[src/rtl/ahci_fis_transmit_pkg.sv]
// rtl/ahci_fis_transmit_pkg.sv - shared codes, states and helpers for the FIS transmitter
package ahci_fis_transmit_pkg;

    // todev_type codes seen by the transport-layer FIFO
    localparam logic [1:0] TODEV_DATA = 2'd0;
    localparam logic [1:0] TODEV_HEAD = 2'd1;
    localparam logic [1:0] TODEV_LAST = 2'd2;

    // FIS type byte of a data FIS header
    localparam logic [7:0] FIS_TYPE_DATA = 8'h46;

    // Entries in the read-latency skid buffer
    localparam int SKID_DEPTH = 4;

    typedef enum logic [2:0] {
        ST_IDLE,
        ST_CFIS,
        ST_DHEAD,
        ST_DDATA,
        ST_WSTAT
    } xmit_state_t;

    function automatic logic [31:0] data_fis_header(input logic [3:0] pm_port);
        return {16'h0, 4'h0, pm_port, FIS_TYPE_DATA};
    endfunction

endpackage

[src/rtl/ahci_fis_xmit_skid.sv]
// rtl/ahci_fis_xmit_skid.sv - 4-entry FIFO holding command FIS DWORDs plus type tag
//
// Ports:
//   i_clk, i_rst    clock, asynchronous active-high reset
//   i_flush         drop all entries
//   i_push, i_data  write one {type, DWORD} entry (caller never pushes when full)
//   i_pop           consume head entry (ignored when empty)
//   o_data          head entry
//   o_count         number of entries held (0..4)
//   o_empty, o_full status
module ahci_fis_xmit_skid
    import ahci_fis_transmit_pkg::*;
(
    input  logic        i_clk,
    input  logic        i_rst,
    input  logic        i_flush,
    input  logic        i_push,
    input  logic [33:0] i_data,
    input  logic        i_pop,
    output logic [33:0] o_data,
    output logic [2:0]  o_count,
    output logic        o_empty,
    output logic        o_full
);

    logic [33:0] r_mem [SKID_DEPTH];
    logic [1:0]  r_wptr;
    logic [1:0]  r_rptr;
    logic [2:0]  r_count;
    logic        w_push;
    logic        w_pop;

    assign o_empty = (r_count == 3'd0);
    assign o_full  = (r_count == 3'(SKID_DEPTH));
    assign o_count = r_count;
    assign o_data  = r_mem[r_rptr];
    assign w_push  = i_push && !o_full;
    assign w_pop   = i_pop && !o_empty;

    always_ff @(posedge i_clk) begin
        if (w_push) begin
            r_mem[r_wptr] <= i_data;
        end
    end

    always_ff @(posedge i_clk or posedge i_rst) begin
        if (i_rst) begin
            r_wptr  <= 2'd0;
            r_rptr  <= 2'd0;
            r_count <= 3'd0;
        end else if (i_flush) begin
            r_wptr  <= 2'd0;
            r_rptr  <= 2'd0;
            r_count <= 3'd0;
        end else begin
            if (w_push) begin
                r_wptr <= r_wptr + 2'd1;
            end
            if (w_pop) begin
                r_rptr <= r_rptr + 2'd1;
            end
            case ({w_push, w_pop})
                2'b10:   r_count <= r_count + 3'd1;
                2'b01:   r_count <= r_count - 3'd1;
                default: r_count <= r_count;
            endcase
        end
    end

endmodule

[src/rtl/ahci_fis_transmit.sv]
// rtl/ahci_fis_transmit.sv - host-to-device FIS transmitter (command FIS and data FIS)
//
// Ports:
//   mclk, hba_rst            clock, asynchronous active-high reset
//   send_cfis, cfis_len,
//   ct_addr                  start command FIS of cfis_len DWORDs read from ct_addr
//   send_dmah, dx_lenm1,
//   pm_port                  start data FIS: header then dx_lenm1+1 DMA DWORDs
//   abort                    abandon the FIS in progress (reports done_err)
//   reg_re, reg_raddr,
//   reg_rdata                register memory read port, data 2 cycles after reg_re
//   dma_valid, dma_data,
//   dma_re                   DMA engine DWORD source
//   todev_data/type/valid,
//   todev_ready              stream to transport FIFO (type 0 data, 1 head, 2 last)
//   xmit_ok, xmit_err        transport status for the FIS just sent
//   busy, done_ok, done_err  progress and sticky completion flags
module ahci_fis_transmit
    import ahci_fis_transmit_pkg::*;
#(
    parameter int ADDRESS_BITS = 10
) (
    input  logic                    mclk,
    input  logic                    hba_rst,
    input  logic                    send_cfis,
    input  logic                    send_dmah,
    input  logic [4:0]              cfis_len,
    input  logic [ADDRESS_BITS-1:0] ct_addr,
    input  logic [10:0]             dx_lenm1,
    input  logic [3:0]              pm_port,
    input  logic                    abort,
    output logic                    reg_re,
    output logic [ADDRESS_BITS-1:0] reg_raddr,
    input  logic [31:0]             reg_rdata,
    input  logic                    dma_valid,
    input  logic [31:0]             dma_data,
    output logic                    dma_re,
    output logic [31:0]             todev_data,
    output logic [1:0]              todev_type,
    output logic                    todev_valid,
    input  logic                    todev_ready,
    input  logic                    xmit_ok,
    input  logic                    xmit_err,
    output logic                    busy,
    output logic                    done_ok,
    output logic                    done_err
);

    xmit_state_t             r_state;
    xmit_state_t             w_state_next;
    logic [4:0]              r_len;
    logic [4:0]              r_rd_cnt;
    logic [4:0]              r_push_cnt;
    logic [ADDRESS_BITS-1:0] r_base;
    logic [10:0]             r_dcnt;
    logic [3:0]              r_pm;
    logic [1:0]              r_pipe;      // reg_re delayed by 1 and 2 cycles
    logic                    r_done_ok;
    logic                    r_done_err;

    logic                    w_accept;
    logic                    w_abort;
    logic                    w_push;
    logic [1:0]              w_push_type;
    logic [2:0]              w_inflight;
    logic                    w_skid_pop;
    logic [33:0]             w_skid_head;
    logic [2:0]              w_skid_count;
    logic                    w_skid_empty;
    logic                    w_skid_full;

    assign w_accept   = (r_state == ST_IDLE) && (send_cfis || send_dmah);
    assign w_abort    = abort && (r_state != ST_IDLE);
    assign w_push     = r_pipe[1] && (r_state == ST_CFIS);
    assign w_inflight = {2'b00, r_pipe[0]} + {2'b00, r_pipe[1]};

    // Type is fixed when the DWORD enters the buffer, so the output side
    // needs no knowledge of the FIS length.
    assign w_push_type = (r_push_cnt == 5'd0)          ? TODEV_HEAD :
                         (r_push_cnt == r_len - 5'd1)  ? TODEV_LAST : TODEV_DATA;

    assign busy     = (r_state != ST_IDLE);
    assign done_ok  = r_done_ok;
    assign done_err = r_done_err;

    ahci_fis_xmit_skid u_skid (
        .i_clk   (mclk),
        .i_rst   (hba_rst),
        .i_flush (w_abort),
        .i_push  (w_push),
        .i_data  ({w_push_type, reg_rdata}),
        .i_pop   (w_skid_pop),
        .o_data  (w_skid_head),
        .o_count (w_skid_count),
        .o_empty (w_skid_empty),
        .o_full  (w_skid_full)
    );

    always_comb begin
        w_state_next = r_state;
        reg_re       = 1'b0;
        reg_raddr    = '0;
        dma_re       = 1'b0;
        todev_valid  = 1'b0;
        todev_data   = 32'h0;
        todev_type   = TODEV_DATA;
        w_skid_pop   = 1'b0;
        case (r_state)
            ST_IDLE: begin
                if (send_cfis) begin
                    w_state_next = ST_CFIS;
                end else if (send_dmah) begin
                    w_state_next = ST_DHEAD;
                end
            end
            ST_CFIS: begin
                // Reads still in flight will land in the buffer, so they
                // count against its capacity before a new read is issued.
                reg_re      = (r_rd_cnt < r_len) && !w_skid_full &&
                              ((w_skid_count + w_inflight) < 3'(SKID_DEPTH));
                reg_raddr   = reg_re ? (r_base + ADDRESS_BITS'(r_rd_cnt)) : '0;
                todev_valid = !w_skid_empty;
                todev_data  = w_skid_head[31:0];
                todev_type  = w_skid_head[33:32];
                w_skid_pop  = todev_valid && todev_ready;
                if (w_skid_pop && (w_skid_head[33:32] == TODEV_LAST)) begin
                    w_state_next = ST_WSTAT;
                end
            end
            ST_DHEAD: begin
                todev_valid = 1'b1;
                todev_data  = data_fis_header(r_pm);
                todev_type  = TODEV_HEAD;
                if (todev_ready) begin
                    w_state_next = ST_DDATA;
                end
            end
            ST_DDATA: begin
                todev_valid = dma_valid;
                todev_data  = dma_data;
                todev_type  = (r_dcnt == 11'd0) ? TODEV_LAST : TODEV_DATA;
                dma_re      = dma_valid && todev_ready;
                if (dma_re && (r_dcnt == 11'd0)) begin
                    w_state_next = ST_WSTAT;
                end
            end
            ST_WSTAT: begin
                if (xmit_ok || xmit_err) begin
                    w_state_next = ST_IDLE;
                end
            end
            default: w_state_next = ST_IDLE;
        endcase
        if (w_abort) begin
            w_state_next = ST_IDLE;
        end
    end

    always_ff @(posedge mclk or posedge hba_rst) begin
        if (hba_rst) begin
            r_state    <= ST_IDLE;
            r_len      <= 5'd0;
            r_rd_cnt   <= 5'd0;
            r_push_cnt <= 5'd0;
            r_base     <= '0;
            r_dcnt     <= 11'd0;
            r_pm       <= 4'd0;
            r_pipe     <= 2'b00;
            r_done_ok  <= 1'b0;
            r_done_err <= 1'b0;
        end else begin
            r_state <= w_state_next;
            // Clearing the delay line on abort discards reads already issued.
            r_pipe  <= w_abort ? 2'b00 : {r_pipe[0], reg_re};
            if (w_accept) begin
                r_done_ok  <= 1'b0;
                r_done_err <= 1'b0;
                r_len      <= (cfis_len < 5'd2) ? 5'd2 : cfis_len;
                r_base     <= ct_addr;
                r_rd_cnt   <= 5'd0;
                r_push_cnt <= 5'd0;
                r_dcnt     <= dx_lenm1;
                r_pm       <= pm_port;
            end else begin
                if (reg_re) begin
                    r_rd_cnt <= r_rd_cnt + 5'd1;
                end
                if (w_push) begin
                    r_push_cnt <= r_push_cnt + 5'd1;
                end
                if (dma_re) begin
                    r_dcnt <= r_dcnt - 11'd1;
                end
                if (w_abort) begin
                    r_done_err <= 1'b1;
                end else if (r_state == ST_WSTAT) begin
                    if (xmit_err) begin
                        r_done_err <= 1'b1;
                    end else if (xmit_ok) begin
                        r_done_ok <= 1'b1;
                    end
                end
            end
        end
    end

endmodule

[config.mk]
export PLATFORM = sky130hd
export DESIGN_NAME = ahci_fis_transmit
export DESIGN_NICKNAME = d
export VERILOG_FILES = /design/src/rtl/ahci_fis_transmit_pkg.sv /design/src/rtl/ahci_fis_xmit_skid.sv /design/src/rtl/ahci_fis_transmit.sv
export SDC_FILE = /design/constraint.sdc
export NUM_CORES = 1
export LEC_CHECK = 0
export BUFFER_PORTS_ARGS = -buffer_cell sky130_fd_sc_hd__buf_4
export CAP_MARGIN = 20
export CORE_MARGIN = 1.5
export CORE_UTILIZATION = 56
export CTS_CLUSTER_DIAMETER = 30
export DETAILED_ROUTE_END_ITERATION = 16
export PLACE_DENSITY = 0.8
export SLEW_MARGIN = 10
export SYNTH_ARGS = -nofsm -noshare
export SYNTH_HDL_FRONTEND = slang
export SYNTH_HIERARCHICAL = 1
export SYNTH_SLANG_ARGS = --single-unit
[constraint.sdc]
create_clock -name mclk -period 3 [get_ports mclk]
set_input_delay 0.3 -clock mclk [delete_from_list [all_inputs] [get_ports mclk]]
set_output_delay 0.3 -clock mclk [all_outputs]
set_load 0.01 [all_outputs]
-- Word level (Yosys, flattened, before mapping)
Memories as Yosys holds them, arrays and structs flattened.
Index checks and enable logic that the tools add are counted.
- register bits: 54
- memory bits (writable): 136
- input bits: 103
- output and inout port bits: 50
- memories kept: 1
- add/sub/neg operators: 11
- $lt $le $gt $ge: 3
- equality and inequality tests: 16
- muxes and demuxes: 44
- reductions and logical operators: 33
- memories (memory ; depth ; bits a word ; rd ports ; clocked after memory_dff ; wr ports ; RTL line ; RTL):
    u_skid.r_mem ; 4 ; 34 ; 1 ; 0 ; 1 ; ahci_fis_xmit_skid.sv:26 ; logic [33:0] r_mem [SKID_DEPTH];
- operators with widths (cell ; number):
    $pmux 32 s3 ; 1
    $mux 5 ; 5
    $mux 3 ; 8
    $mux 11 ; 2
    $mux 10 ; 2
    $mux 2 ; 8
    $pmux 3 s5 ; 1
    $mux 1 ; 14
    $reduce_bool 2->1 ; 7
    $reduce_bool 3->1 ; 4
    $logic_and 1x1->1 ; 11
    $logic_not 11->1 ; 1
    $sub 11x1->11 const B ; 1
    $add 10x5->10 ; 1
    $add 5x1->5 const B ; 2
    $ne 3x3->1 const B ; 3
    $eq 3x2->1 const B ; 2
    $eq 3x3->1 const B ; 2
    $logic_not 3->1 ; 2
    $pmux 2 s3 ; 1
    $pmux 3 s2 ; 1
    $eq 5x5->1 ; 1
    $logic_not 5->1 ; 1
    $lt 5x2->1 const B ; 1
    other kinds (21) ; 25

-- Depth between registers and ports, before layout
Gate-level depths: netlist of the first run.
- word-level depth: 8
- mapped depth: 12

-- Cells and area by module
The synthesis of the first run kept the hierarchy.
- modules (own cells, without submodules) (module ; instances ; cells each ; area each (um^2) ; seq. area each (um^2)):
    ahci_fis_xmit_skid ; 1 ; 245 ; 5520.3 ; 4259.1
    ahci_fis_transmit ; 1 ; 396 ; 3321.9 ; 1176.1

-- Worst setup path after synthesis of the first run
OpenSTA, ideal clock, no wires.
- path type: register to register
- start: register r_state[2]
- end: register u_skid.r_count[1], in the netlist u_skid/o_count[1]
- setup time: 0.094 ns
- data arrival time: 2.375 ns
- path slack: 0.531 ns
- stages on the path, launching flop included: 12
- buffers on the path: 5
- clock period less this slack: 2.469 ns
- cells stage by stage: dfrtp_1 > buf_2 > nor3b_2 > buf_2 > and2_1 > buf_2 > buf_2 > buf_2 > a21oi_1 > fa_1 > o2111ai_1 > a211oi_1
- word-level cells in the longest chain between the ends: 6
- elaborated cells between the ends (all ways): 12
- those cells by class: eq/ne: 3; mux: 3; reduce/logical: 6
- RTL lines (what ; RTL line ; RTL):
    from (decl) ; ahci_fis_transmit.sv:49 ; xmit_state_t r_state;
    from (signal assigned) ; ahci_fis_transmit.sv:172 ; r_state <= w_state_next;
    $eq 3x1->1 (*) ; ahci_fis_transmit.sv:74 ; assign w_push = r_pipe[1] && (r_state == ST_CFIS);
    $logic_and 1x1->1 (*) ; ahci_fis_transmit.sv:74 ;
    via w_push ; ahci_fis_transmit.sv:63 ; logic w_push;
    $logic_and 1x1->1 (*) ; ahci_fis_xmit_skid.sv:37 ; assign w_push = i_push && !o_full;
    $eq 2x1->1 / $eq 2x2->1 (equally long branches) ; ahci_fis_xmit_skid.sv:62 ; case ({w_push, w_pop})
    $pmux 3 s2 ; ahci_fis_xmit_skid.sv:62 ;
    $mux 3 ; ahci_fis_xmit_skid.sv:51 ; end else if (i_flush) begin
    to (signal assigned) ; ahci_fis_xmit_skid.sv:63 ; 2'b10: r_count <= r_count + 3'd1;
    to (signal assigned) ; ahci_fis_xmit_skid.sv:64 ; 2'b01: r_count <= r_count - 3'd1;
    to (signal assigned) ; ahci_fis_xmit_skid.sv:65 ; default: r_count <= r_count;
    to (decl) ; ahci_fis_xmit_skid.sv:29 ; logic [2:0] r_count;
Mark *: on every way through the listed nets, which the timed path passes. The rest lies on a longest branch.
A chain may end at the register's enable or synchronous reset.

-- Final worst setup path of the first run
- start: register r_rd_cnt[0]
- end: output reg_raddr[8]
- word-level cells in the longest chain between the ends: 5
- elaborated cells between the ends (all ways): 6
- those cells by class: add/sub: 1; order compare: 1; mux: 2; reduce/logical: 2
- RTL lines (what ; RTL line ; RTL):
    from (decl) ; ahci_fis_transmit.sv:52 ; logic [4:0] r_rd_cnt;
    from (signal assigned) ; ahci_fis_transmit.sv:186 ; r_rd_cnt <= r_rd_cnt + 5'd1;
    branches (longest 3 deep; another with $add 10x5->10) ; -- ;
    $mux 10 (*) ; ahci_fis_transmit.sv:121 ; reg_raddr = reg_re ? (r_base + ADDRESS_BITS'(r_rd_cnt)) : '0;
    $mux 10 (*) ; ahci_fis_transmit.sv:108 ; case (r_state)
    to (decl) ; ahci_fis_transmit.sv:33 ; output logic [ADDRESS_BITS-1:0] reg_raddr,
Every way passes the cells marked *.

==> qor.csv, run 1 <==
stage;metric;value;unit
synth;synthArstFlopShare;28.4;%
critical_path;crit_chain;ha_1 > inv_1 > fa_1 > nor2b_1 > o31a_1 > o2111ai_1 > xor2_1 > nor2_1 > buf_4;
critical_path;worstPathRequired;2.70;ns
worst_hold_path;min-delay-start;ct_addr[8];
critical_path;r2r_cells;8;
route;vias;5894;
critical_path;path_delay_family;adder cells;
synth;yosysWarnings;6;
synth;yosys_register_bits;190;
pwr;ir_drop;0.554;mV
cts;cts_tree;yes;
synth;netlist_area;8840;um2
floorplan;fp.dieH;129;um
route;wl_per_cell;18.9;um
cts;postCtsSetupRepairBufs;0;
run;drv_cap;0;
route;drc;0;
final_layout;layout-drive-gt1-share;32.8;%
critical_path;cp_slowest_stage_delay;0.45;ns
pwr;netSwitchingPower;2.58;mW
timing;hold_viol;0;
placement;dp.cells;987;
critical_path;crit_path_start_kind;flip-flop;
synth;synth_top_area_share;46.2;%
route;drtPass1Iterations;4;
timing;max_slew_margin;29.8;%
pwr;p_int;5.30;mW
grt;grt_use_total;24.4;%
critical_path;cp_slowest_cell;dfrtp_1;
final_layout;syn2layout_area_growth;22.7;%
critical_path;end_kind;primary output;
critical_path;timing.rr.start;u_skid/o_count[0]$_DFFE_PP0P_;
status;outcome;finished clean;
timing;clock.fmax;0.355;GHz
synth;yosys.area.top_type;edfxtp_1;
floorplan;pin_count;153;
critical_path;path_buf_inv;2;
timing;tightestPinTransition;1.04;ns
final_layout;fin_util;70.9;%
synth;avgSynthCellArea;13.8;um2
pwr;p_per_area;726;nW/um2
route;routed_wl;19.2;mm
placement;gp_congestion;0.870;
timing;fin_worst_skew;0.00918;ns
grt;grt_pass1_vias;5946;
synth;ys_top_cells_by_area;edfxtp_1, dfrtp_1, mux4_2;
timing;setup_violations;0;
cts;clock_latency;0.43;ns
pwr;p_leak;4.29;nW
route;via_per_inst;5.78;
critical_path;startpoint;r_rd_cnt[0]$_DFFE_PP0P_;
timing;rsz0062_at_grt;false;
final_layout;final_nets;920;
route;ant_nets;0;
floorplan;num_rows;45;
synth;synth.yosys.seq_area_share;61.5;%
cts;cts_made_buffers;17;
grt;gr-total-overflow;0;
pwr;pwr-share-seq;42.9;%
route;drt_iter0_drc;326;
synth;synth-main-ff-cell;edfxtp_1;
critical_path;path_max_fanout;6;
cts;root_buffer;clkbuf_16;
synth;netlist_instances;641;
synth;ys_types;72;
pwr;clkPwrFrac;28.5;%
critical_path;critPathKind;reg -> out;
critical_path;arrival;2.52;ns
floorplan;start_util;57.7;%
cts;cts_htree_levels;4;
placement;dp_hpwl;13.1;mm
pwr;p_sw_share;32.7;%
cts;clock-sinks;190;
synth;synth_nets;765;
timing;setup_ws;0.182;ns
timing;tns;0;ns
critical_path;cp_num_cells;9;
floorplan;die_width;129;um
timing;slew_viol_final;0;
worst_hold_path;whs_path_depth;3;
floorplan;die_area;16600;um2
grt;grt_pass1_wl;30.7;mm
grt;grt_max_degree;48;
final_layout;layout.cells.non_filler;1020;
final_layout;n_antenna_cell;0;
synth;synth_edf_count;136;
cts;clkTransAtPathRegs;0.07;ns
placement;portBuffers;152;
grt;antenna_found_initial;0;
timing;fin_crit_sh;93.9;%
cts;clockBufferDepth;2;
timing;period_minus_slack;2.82;ns
placement;dp_slack;0.396;ns
floorplan;core-area;15300;um2
pwr;comb_power_share;28.7;%
worst_hold_path;hold_path_class;in -> reg;
## placed cells by master (no fill, tap or decap), types with 15 or more instances in the layout
cell	Yosys	routed
a21oi_1	23	23
a22o_1	26	26
buf_4	2	168
clkbuf_16	0	17
dfrtp_1	54	52
edfxtp_1	136	136
ha_1	19	19
inv_1	25	24
mux4_2	34	34
nand2_1	66	66
nor2_1	42	42
o21ai_0	28	28
xor2_1	15	15
## power by group through the flow
stage                     clock network [mW]  logic [mW]  registers (mW)
final                                   2.24        2.26            3.38
after global routing                    2.38        2.50            3.41
after CTS                               2.27        2.25            3.37
after detailed placement                   0        2.24            3.42
after global placement                     0        2.16            3.41
after floorplan                            0        1.44            3.34
## sequential cells by signal (all words and copies together) (netlist names), 3 cells and up
register        count
r_len               5
r_push_cnt          5
r_base             10
r_dcnt             11
r_pm                4
u_skid/o_count      3
r_state             3
r_rd_cnt            5
u_skid/r_mem      136
## routing by layer
metal	vias to the layer above	track usage [%]	part of all wire [%]
met5	-	0	0
met4	0	7.01	1.0
met3	18	5.41	6.2
met2	212	41.7	51
met1	2943	31.8	42
li1	2721	-	-
## synthesized netlist by cell type (3+ instances only)
master,number
a211oi_1,4
a21o_1,4
a21oi_1,23
a22o_1,26
a31oi_1,5
and2_1,4
and3_2,4
buf_2,22
buf_6,5
clkbuf_1,5
dfrtp_1,54
edfxtp_1,136
ha_1,19
inv_1,25
mux2i_1,4
mux4_2,34
nand2_1,66
nand2b_1,5
nand3_1,9
nand3b_1,5
nand4_1,3
nor2_1,42
nor2b_1,6
nor3_1,9
o21ai_0,28
o21ai_1,3
o31ai_1,5
or3_1,4
or4_1,3
xnor2_1,9
xor2_1,15
## stage by stage
stage               cell area, um2  hold slack (ns)  total power [mW]
floorplan                     8840            0.103              4.78
global placement             10200            0.264              5.56
detailed placement           10200            0.271              5.66
CTS                          10800           0.0429              7.90
global route                 10900           0.0490              8.29
finish                       10900           0.0567              7.87
## repair_timing
item / in CTS / in global routing
hold buffers: 1 / 0
gates resized for setup: 0 / 1
endpoints found under the setup margin: 0 / 1
endpoints found under the hold margin: 7 / 0
## final cells by class
cell class	instances	area [um2]
fillers	1018	4460
clock buffers	17	425
well taps	211	264
flip-flops and latches	190	5440
repair buffers	172	1330
clock inverters	15	166
multi-input cells	388	3110
inverters	27	114
## worst paths after layout
path                       slack (ns)                             to
max in group asynchronous        1.70          r_dcnt[6]$_DFFE_PP0P_
setup reg to reg                 0.30  u_skid/o_count[1]$_DFFE_PP0P_
hold reg to reg                  0.49            r_pm[2]$_DFFE_PP0P_
min in group asynchronous        0.39   u_skid/r_wptr[0]$_DFFE_PP0P_
setup / recovery                 0.18                   reg_raddr[8]
hold / removal                   0.06          r_base[8]$_DFFE_PP0P_
## cells by family after synthesis
kind of cell    after synthesis  synth area share, %
flops                       190                 61.5
compound gates              121                 9.37
simple gates                184                 10.9
buf+inv                      63                 3.64
xor+xnor                     24                 2.38
mux                          38                 9.11
fa+ha+maj                    21                 3.14
## tightest hold or removal path, delay by kind of cell
family | cells | cell delay [ns]
buffers and inverters | 1 | 0.07
and+or+nand+nor | 2 | 0.09
Power figures use the tool's default switching activity.
==> run 2: changes to the inputs <==
--- a/config.mk
+++ b/config.mk
@@ -12,8 +12,7 @@
 export CTS_CLUSTER_DIAMETER = 30
 export DETAILED_ROUTE_END_ITERATION = 16
 export PLACE_DENSITY = 0.8
-export SLEW_MARGIN = 10
+export SLEW_MARGIN = 20
 export SYNTH_ARGS = -nofsm -noshare
 export SYNTH_HDL_FRONTEND = slang
-export SYNTH_HIERARCHICAL = 1
 export SYNTH_SLANG_ARGS = --single-unit
==> run 2 against run 1 <==
  * Sequential share of layout area rose by 0.15 points
  * Sequential power is 3% higher
  * Largest power group unchanged
  * Clock-buffer cell count unchanged
  * Highest routed layer unchanged
  * Fmax shrank 2.1%
  * Register-to-register slack gained 0.14 ns
  * Worst hold slack got worse by 0.0030 ns
  * Synthesized area shrank 1.2%
  * Non-clock buffer count grew 3
==> qor.csv, run 2 <==
stage;metric;value;unit;change
final_layout;layout_commonest_cell;buf_4;;
synth;synth_edf_count;136;;unchanged
timing;period_minus_slack;2.88;ns;+0.0597 ns
timing;rsz0062_at_grt;false;;
cts;cts_tree;yes;;
timing;max_slew_margin;40.5;%;+11 points
pwr;p_leak;4.24;nW;-1.2%
synth;yosysMostFrequentCell;edfxtp_1;;
critical_path;arrival;2.58;ns;+0.06 ns
final_layout;layout_common_cells;buf_4, edfxtp_1, nand2_1;;
grt;grt_pass1_vias;5918;;-0.47%
critical_path;path_max_fanout;10;;+4
synth;netlist_area;8730;um2;-1.2%
route;ant_nets;0;;unchanged
placement;gp_congestion;0.895;;+2.8%
critical_path;timing.rr.end;u_skid.o_count[2]$_DFFE_PP0P_;;
cts;cts_htree_levels;4;;unchanged
synth;synth-main-ff-cell;edfxtp_1;;
synth;synth_nets;759;;-0.78%
cts;clockBufferDepth;2;;unchanged
final_layout;n_antenna_cell;0;;unchanged
synth;ys_types;57;;-21%
placement;dp_hpwl;13.2;mm;+0.42%
cts;root_buffer;clkbuf_16;;
route;drtPass1Iterations;6;;+2
critical_path;r2r_slack;0.44;ns;+0.14 ns
worst_hold_path;whs_path_depth;1;;-2
floorplan;core-area;15200;um2;-0.74%
final_layout;regMostFlops;u_skid.r_mem;;
grt;grt_pass1_wl;30.7;mm;-0.11%
worst_hold_path;hold_path_class;in -> reg;;
floorplan;start_util;57.4;%;-0.30 points
final_layout;reg.largest.list;u_skid.r_mem: 136 flops, r_dcnt: 11 flops, r_base: 10 flops;;
grt;grt_max_degree;33;;-31%
grt;antenna_found_initial;0;;unchanged
timing;clock.fmax;0.347;GHz;-2.1%
pwr;p_per_area;800;nW/um2;+10%
route;vias;5875;;-0.32%
critical_path;r2r_cells;11;;+3
critical_path;cp_slowest_cell;dfrtp_1;;
worst_hold_path;min_to;u_skid.r_mem[3][15]$_DFFE_PP_;;
final_layout;layout-drive-gt1-share;33.0;%;+0.25 points
timing;fin_crit_sh;95.9;%;+2.0 points
critical_path;crit_path_start_kind;flip-flop;;
worst_hold_path;min-delay-start;reg_rdata[15];;
cts;clock_latency;0.44;ns;about the same
cts;clock-sinks;190;;unchanged
synth;ys_top_cells_by_count;edfxtp_1, nand2_1, dfrtp_1, nor2_1, mux4_2;;
pwr;ir_drop;0.716;mV;+29%
floorplan;die_area;16400;um2;-1.2%
placement;place_area;10100;um2;-0.93%
final_layout;syn2layout_area_growth;23.9;%;
route;wl_per_cell;19.5;um;+3.1%
grt;grt_use_total;24.7;%;+0.23 points
timing;tns;0;ns;unchanged
floorplan;pin_count;153;;unchanged
synth;ys_top_cells_by_area;edfxtp_1, dfrtp_1, mux4_2;;
synth;synth.yosys.seq_area_share;62.2;%;+0.78 points
grt;gr-total-overflow;0;;unchanged
timing;fin_worst_skew;0.0154;ns;+0.00622 ns
timing;hold_viol;0;;unchanged
synth;yosys_register_bits;190;;unchanged
final_layout;finish.instance_area;10800;um2;-0.28%
run;drv_cap;0;;unchanged
route;via_per_inst;5.91;;+2.3%
floorplan;num_rows;45;;unchanged
synth;synth_top_area_share;46.8;%;+0.58 points
timing;slew_viol_final;0;;unchanged
final_layout;seq_area;5440;um2;about the same
cts;clkTransAtPathRegs;0.08;ns;about the same
floorplan;fp.dieH;128;um;-0.61%
route;drc;0;;unchanged
timing;tightestPinTransition;0.880;ns;-0.158 ns
status;outcome;finished clean;;
final_layout;fillCellCount;1007;;-1.1%
synth;netlist_instances;634;;-1.1%
final_layout;final_nets;918;;-0.22%
placement;portBuffers;152;;unchanged
route;drt_iter0_drc;554;;+70%
cts;cts_made_buffers;17;;unchanged
critical_path;crit_chain;inv_1 > ha_1 > a21o_1 > a31oi_2 > o2111ai_4 > a2111o_1 > o21ai_0 > buf_4;;
synth;synthArstFlopShare;28.4;%;unchanged
synth;yosys.area.top_type;edfxtp_1;;
final_layout;largest_reg_flops;136;;unchanged
synth;yosysWarnings;0;;-6
timing;setup_violations;0;;unchanged
critical_path;worstPathRequired;2.70;ns;about the same
floorplan;die_width;128;um;-0.61%
critical_path;critPathKind;reg -> out;;
route;routed_wl;19.3;mm;+0.48%
critical_path;timing.rr.start;r_state[1]$_DFFE_PP0P_;;
synth;avgSynthCellArea;13.8;um2;-0.15%
critical_path;end_kind;primary output;;
critical_path;cp_slowest_stage_delay;0.41;ns;-0.04 ns
final_layout;multi_input_area;3040;um2;-2.4%
run 2: changes by cell type after synthesis, sizes merged, moves of 4 or more:
| cell | before | now |
|---|---|---|
| buf | 31 | 9 |
| clkbuf | 5 | 26 |
| mux2 | 0 | 5 |
| nand2 | 66 | 71 |
| a211oi | 4 | 0 |
| a22oi | 0 | 4 |
| inv | 26 | 30 |
| nor3b | 2 | 6 |
run 2: worst max-delay path by stage:
stage                                  from                       endpoint  slack [ns]  cells after the start
CTS                 r_rd_cnt[0]$_DFFE_PP0P_                   reg_raddr[8]        0.04                      9
detailed placement     r_len[2]$_DFFE_PP0P_                   reg_raddr[8]        0.39                      9
floorplan            r_state[2]$_DFFE_PP0P_  u_skid.o_count[2]$_DFFE_PP0P_        0.60                     10
finish                 r_len[2]$_DFFE_PP0P_                   reg_raddr[8]        0.12                      8
global route        r_rd_cnt[0]$_DFFE_PP0P_                   reg_raddr[8]        0.02                      9
global placement       r_len[2]$_DFFE_PP0P_                   reg_raddr[8]        0.54                      9
run 2: what timing repair did:
action                     4_1_cts  5_1_grt
gates resized for setup          2        5
setup endpoints to repair        3        5
pin swaps                        0        1
hold endpoints to repair        28        0
hold buffers                     1        0
buffers inserted                 0        3
run 2: worst max-delay path: cells and delay by family (launching register included):
family          cells  cell delay [ns]
compound gates      5             1.13
flops               1             0.41
buf+inv             2             0.28
fa+ha+maj           1             0.34
run 2: cell type report:
type,count,area share [%]
clock buffers,17,3.93
clock inverters,15,1.78
inverters,30,1.04
multi-input cells,379,28.1
flip-flops and latches,190,50.3
well taps,188,2.17
repair buffers,175,12.7
run 2: cells by family (layout without fill, tap and decap cells):
family | after synthesis | in the layout | share of synthesized area (%)
mux | 41 | 41 | 9.64
flops | 190 | 190 | 62.2
compound gates | 114 | 114 | 8.93
xor+xnor | 24 | 24 | 2.41
fa+ha+maj | 22 | 22 | 3.32
simple gates | 178 | 178 | 9.93
buf+inv | 65 | 237 | 3.52
run 2: power by group:
| group | internal, mW | leakage [nW] | switching (mW) |
|---|---|---|---|
| clock network | 1.21 | 0.295 | 1.11 |
| registers | 3.14 | 1.92 | 0.322 |
| logic | 1.35 | 2.02 | 1.53 |
run 2: per-stage QoR:
step	setup slack (ns)	hold WS, ns	util (%)	total power, mW	std cells
2_1_floorplan	0.604	0.399	-	5.25	634
4_1_cts	0.0395	0.0413	70.9	8.64	991
5_1_grt	0.0161	0.0391	71.2	9.12	994
3_5_place_dp	0.390	0.429	66.7	6.31	958
6_report	0.122	0.0537	71.2	8.66	994
3_3_place_gp	0.538	0.409	66.7	6.18	958
run 2: layer usage:
metal	part of all wire, %	GRT usage, %	wire length [um]	vias up
met3	7.6	6.22	1480	20
met2	49	40.4	9520	266
met1	42	33.3	8100	2882
li1	-	-	-	2707
met4	1.2	6.35	235	0
met5	0	0	0	-
